<file path="src/rtl/fifo.sv">
// fifo: single-clock FIFO with a registered read port.
// A write is accepted when en=1, rd_wr=1 and the FIFO is not full; a read is
// accepted when en=1, rd_wr=0 and the FIFO is not empty. Rejected operations
// leave every piece of state untouched, including dout.
module fifo #(
   parameter int WIDTH = 8,
   parameter int DEPTH = 8
) (
   input  logic             clk,
   input  logic             reset,
   input  logic             rd_wr,
   input  logic             en,
   input  logic [WIDTH-1:0] din,
   output logic             empty,
   output logic             full,
   output logic [WIDTH-1:0] dout
);

   localparam int AW = (DEPTH > 1) ? $clog2(DEPTH) : 1;
   localparam logic [AW-1:0] PTR_ONE  = AW'(1);
   localparam logic [AW:0]   CNT_ONE  = (AW + 1)'(1);
   localparam logic [AW:0]   CNT_FULL = (AW + 1)'(DEPTH);

   logic [WIDTH-1:0] mem [DEPTH];
   logic [AW-1:0]    wptr;
   logic [AW-1:0]    rptr;
   logic [AW:0]      count;
   logic             do_write;
   logic             do_read;

   // Status flags come only from the registered occupancy count, so they
   // cannot glitch on input activity.
   assign empty = (count == '0);
   assign full  = (count == CNT_FULL);

   // rd_wr picks exactly one operation, so a write and a read are never
   // accepted in the same cycle. Reset blocks both, including the memory write.
   assign do_write = en & rd_wr & ~full & ~reset;
   assign do_read  = en & ~rd_wr & ~empty & ~reset;

   // Storage array; left uncleared on reset because the pointers make stale
   // entries unreachable until they are rewritten.
   always_ff @(posedge clk) begin
      if (do_write) begin
         mem[wptr] <= din;
      end
   end

   // Write pointer advances on every accepted write and wraps naturally.
   always_ff @(posedge clk or posedge reset) begin
      if (reset) begin
         wptr <= '0;
      end else if (do_write) begin
         wptr <= wptr + PTR_ONE;
      end
   end

   // Read pointer and the registered read data move together on an accepted read.
   always_ff @(posedge clk or posedge reset) begin
      if (reset) begin
         rptr <= '0;
         dout <= '0;
      end else if (do_read) begin
         dout <= mem[rptr];
         rptr <= rptr + PTR_ONE;
      end
   end

   // Occupancy counter, 0..DEPTH, tracks accepted writes minus accepted reads.
   always_ff @(posedge clk or posedge reset) begin
      if (reset) begin
         count <= '0;
      end else if (do_write) begin
         count <= count + CNT_ONE;
      end else if (do_read) begin
         count <= count - CNT_ONE;
      end
   end

endmodule

</file>
<file path="config.mk">
export PLATFORM = sky130hd
export DESIGN_NAME = fifo
export DESIGN_NICKNAME = d
export VERILOG_FILES = /design/src/rtl/fifo.sv
export SDC_FILE = /design/constraint.sdc
export NUM_CORES = 1
export LEC_CHECK = 0
export CAP_MARGIN = 20
export CORE_AREA = 2 2 81 83
export CTS_BUF_LIST = sky130_fd_sc_hd__clkbuf_2
export CTS_CLUSTER_DIAMETER = 30
export DETAILED_ROUTE_END_ITERATION = 8
export DIE_AREA = 0 0 83 85
export PLACE_DENSITY = 0.76
export SYNTH_ARGS = -nofsm -noshare
export SYNTH_HDL_FRONTEND = slang
export SYNTH_SLANG_ARGS = --single-unit
</file>
<file path="constraint.sdc">
create_clock -name clk -period 2 [get_ports clk]
set_input_delay 0.2 -clock clk [delete_from_list [all_inputs] [get_ports clk]]
set_output_delay 0.2 -clock clk [all_outputs]
set_load 0.02 [all_outputs]
</file>
Yosys cells after proc, flatten, opt, wreduce, memory -nomap -nowiden
Memory sizes are Yosys's and may differ from the RTL's. A register that Yosys moved wholly into a read port is not among the register bits.
Cells that the tools add are included.

operators by class
  $add $sub $neg = 4
  multiply operators = 0
  divide/modulo/power cells = 0
  magnitude comparators = 0
  equality and inequality tests = 1
  shift-type cells = 0
  muxes and demuxes = 4
  bitwise logic cells = 10
  reductions and logical operators = 2

operators with widths
  kind                   count
  $mux W4                2
  $add A3 B1 Y3 const B  2
  $and A1 B1 Y1          6
  $add A4 B1 Y4 const B  1
  $eq A4 B4 Y1 const B   1
  $logic_not A4 Y1       1
  $not A1 Y1             4
  $sub A4 B1 Y4 const B  1
  $mux W1                2
  $reduce_bool A2 Y1     1

storage, ports and cells
  bits in registers = 10
  latch bits = 0
  memory bits (writable) = 64
  ROM bits = 0
  input bits = 12
  output and inout port bits = 10
  logic and storage cells = 25
  memories kept = 1

memories
  memory  depth  bits a word  rd ports  clocked after memory_dff  write ports  line  text
  mem     8      8            1         1                         1            24    logic [WIDTH-1:0] mem [DEPTH];

Longest topological paths before layout
  depth in word-level cells = 6
  depth in mapped cells = 8

Least setup slack after synthesis
OpenSTA, ideal clock, no wires.

  path type = reg2reg
  start = register count[1]
  end = register count[3]
  setup time = 0.079 ns
  data arrival time = 2.756 ns
  required time = 1.921 ns
  slack = -0.835 ns
  stages on the path, launching flop included = 9
  path buffers = 0
  clock period less this slack = 2.835 ns
  cell sequence = dfrtp_1 > nor4b_1 > and4bb_4 > clkinv_4 > ha_1 > a21o_1 > a21oi_1 > mux2i_4 > xor2_1

between the ends
  longest elaborated chain between the ends = 5
  elaborated cells between the ends (all ways) = 13
  classes of those cells = add/sub: 2; eq/ne: 1; mux: 2; bitwise: 6; reduce/logical: 2

RTL lines
  what                                                  line  text
  from (decl)                                           27    logic [AW:0] count;
  from (signal assigned)                                74    count <= count + CNT_ONE;
  from (signal assigned)                                76    count <= count - CNT_ONE;
  $eq A4 B4 Y1 (*)                                      34    assign full = (count == CNT_FULL);
  net full                                              15    output logic full,
  $not A1 Y1 (*)                                        38    assign do_write = en & rd_wr & ~full & ~reset;
  $and A1 B1 Y1 (*) (2 in series)                       38
  $mux W4 / $reduce_bool A2 Y1 (equally long branches)  --

Mark *: on every way through the listed nets, which the timed path passes. The rest lies on a longest branch. The select of a mux whose other input is x is not followed.
A chain may end at the register's enable or synchronous reset.

Worst setup path in the final report
  start = register count[2]
  end = register count[3]

between the ends
  longest elaborated chain between the ends = 5
  elaborated cells between the ends (all ways) = 13
  classes of those cells = add/sub: 2; eq/ne: 1; mux: 2; bitwise: 6; reduce/logical: 2

RTL lines
  what
  parallel branches: the longest is 5 deep, another holds $sub A4 B1 Y4

Parallel ways; which one is timed is not known. The select of a mux whose other input is x is not followed.

==> results.toml <==
[cts]
htree_levels = 3
cts_tree = "yes"
clk_latency_ns = 0.48
clkTransAtPathRegs_ns = 0.20
clk_path_buf_depth = 2
clock_sinks = 82
cts_root_buf = "clkbuf_2"
numCtsBuffers = 9
cts_hold_buf = 0

[worst_setup_path]
cp.required_ns = 2.41
worstSetupPathType = "reg2reg"
cp_max_fo = 4
cp-start-kind = "register"
cp.arrival_ns = 2.48
endpoint_kind = "register"

[sta]
tns_ns = -0.0647
fmax_mhz = 484
rsz0062_at_grt = "yes"
slew_viol_final = 0
period_needed_ns = 2.06
clock_skew_ns = 0.0223
relSlewSlack_pct = 72.0
tightest_slew_ns = 0.420
fin_crit_sh_pct = 103
setup_viol = 1
hold_violations = 0
setup_slack_ns = -0.0647
holdWs_ns = 0.140

[synthesis]
async_flop_share_pct = 22.0
postSynthAreaPerCell_um2 = 18.9
synth_area_leaders = "edfxtp_1, dfrtp_1, mux4_2"
synth_edf_count = 64
synthesis.nets = 191
yosys_warnings = 0
synth.distinct_cells = 29
netlist_area_um2 = 3280
synthCells = 174
ys.flop_type = "edfxtp_1"
synth-seq-cells = 82
yosysSeqAreaShare_pct = 72.2
synth_top_area_share_pct = 58.5
synth_area_leader_cell = "edfxtp_1"

[grt]
grt_util_all_layers_pct = 17.7
grt_pass1_wl_um = 9340
first_global_vias = 1847
grt_max_degree = 19
grt_overflow = 0
grt_antenna_before_repair = 0

[cells_and_area]
instances_no_fill = 301
fillCellCount = 433
layout-drive-gt1-share_pct = 29.5
multiInputGateArea_um2 = 910
final_util_pct = 62.8
syn2layout_area_growth_pct = 18.7
final_area_um2 = 3900
diodes = 0
regArea_um2 = 2370
layout.nets = 237

[route]
wl_per_cell_um = 18.5
met3_wirelength_um = 163
wl_met2_um = 2960
num_vias = 1636
initialDrtViolationCount = 116
drcViolationCount = 0
wl_um = 5570
drtPass1Iterations = 4
antenna_left = 0
vias_per_cell = 5.44
top_layer = "met3"
met1_length_um = 2450

[power_and_ir_drop]
power_density_nw_per_um2 = 1240
p_leak_nw = 1.41
total_power_mw = 4.85
irDropWorstVdd_v = 0.000878

[hold_path]
min_path_type = "in2async"

[die]
dieArea_um2 = 7060
fp-row-count = 29
fp.coreArea_um2 = 6200
die_x_um = 83
die_y_um = 85
start_util_pct = 52.9
io_pins = 22

[outcome]
status = "finished with violations"
violations = "negative setup slack"

[placement]
io_buffers = 21
gp_congestion = 0.780
dpl_worst_slack_ns = -0.147
dp_cells = 286
dpl_cell_area_um2 = 3760
place_hpwl_um = 3780

[flow_run]
cap_violations = 0
-- final cells by class --
class,count,area share (%)
well taps,77,2.47
multi-input cells,82,23.3
inverters,3,0.417
repair buffers,42,9.60
clock inverters,6,2.12
flip-flops and latches,82,60.9
clock buffers,9,1.16
-- per-layer routing --
metal | vias to the layer above | track usage, %
met2 | 24 | 30.3
met5 | - | 0
met1 | 847 | 23.4
li1 | 765 | -
met3 | 0 | 2.43
met4 | 0 | 7.15
-- cell usage in the layout, fill, tap and decap left out, drive strengths merged, types with 2 or more instances in the layout --
cell type	count
clkdlybuf4s50	19
bufinv	2
buf	21
edfxtp	64
xnor2	2
inv	2
nor2	7
xor2	4
mux2i	9
dfrtp	18
mux2	3
mux4	16
o21ai	8
ha	4
clkbuf	10
nand2	17
nor3	2
clkinv	3
clkinvlp	2
nand2b	3
-- synthesized netlist by cell type (2+ instances only) --
library cell / number
edfxtp_1: 64
dfrtp_1: 18
mux4_2: 16
nand2_1: 16
mux2i_1: 8
o21ai_0: 8
nor2_1: 7
ha_1: 4
xor2_1: 4
mux2_4: 3
nand2b_1: 3
buf_1: 2
buf_2: 2
inv_1: 2
nor3_1: 2
xnor2_1: 2
-- critical path, stage by stage (launching register included) --
cell,delay [ns]
dfrtp_1,0.45
nor4b_4,0.30
and4bb_4,0.25
clkinv_4,0.07
ha_4,0.19
a21o_1,0.17
a21oi_4,0.16
mux2i_4,0.25
xor2_1,0.16
-- cells by family after synthesis --
group | Yosys count | synth area share, %
multiplexers | 28 | 15.5
AND/OR/NAND/NOR | 33 | 5.22
AO/OA/AOI/OAI | 10 | 1.60
XOR/XNOR | 6 | 1.60
buffers and inverters | 10 | 1.75
adder cells (fa/ha/maj) | 5 | 2.13
flip-flops | 82 | 72.2
-- state kept, by name (all words and copies together), names as in the netlist --
register / count
rptr: 3
mem: 64
dout: 8
count: 4
wptr: 3
-- path summary, 6_finish.rpt --
kind	from	end	slack, ns	cells past startpoint
worst max-delay path	count[2]	count[3]	-0.06	8
worst min-delay path	reset	dout[5]	0.14	3
worst max register to register	count[2]	count[3]	-0.06	8
worst min register to register	dout[5]	dout[5]	0.51	2
max in group asynchronous	reset	dout[2]	1.36	4
min in group clk	din[1]	mem[5][1]	0.41	1
-- power by group --
group	total [mW]	switching [mW]	internal, mW
Clock	0.921	0.522	0.398
Sequential	2.22	0.154	2.06
Combinational	1.71	0.781	0.926
Total	4.85	1.46	3.39
-- timing repair --
action	4_1_cts	5_1_grt
gates resized for setup	3	4
setup buffers	0	0
cloned	0	0
endpoints found under the setup margin	3	3
Power figures use the tool's default switching activity.
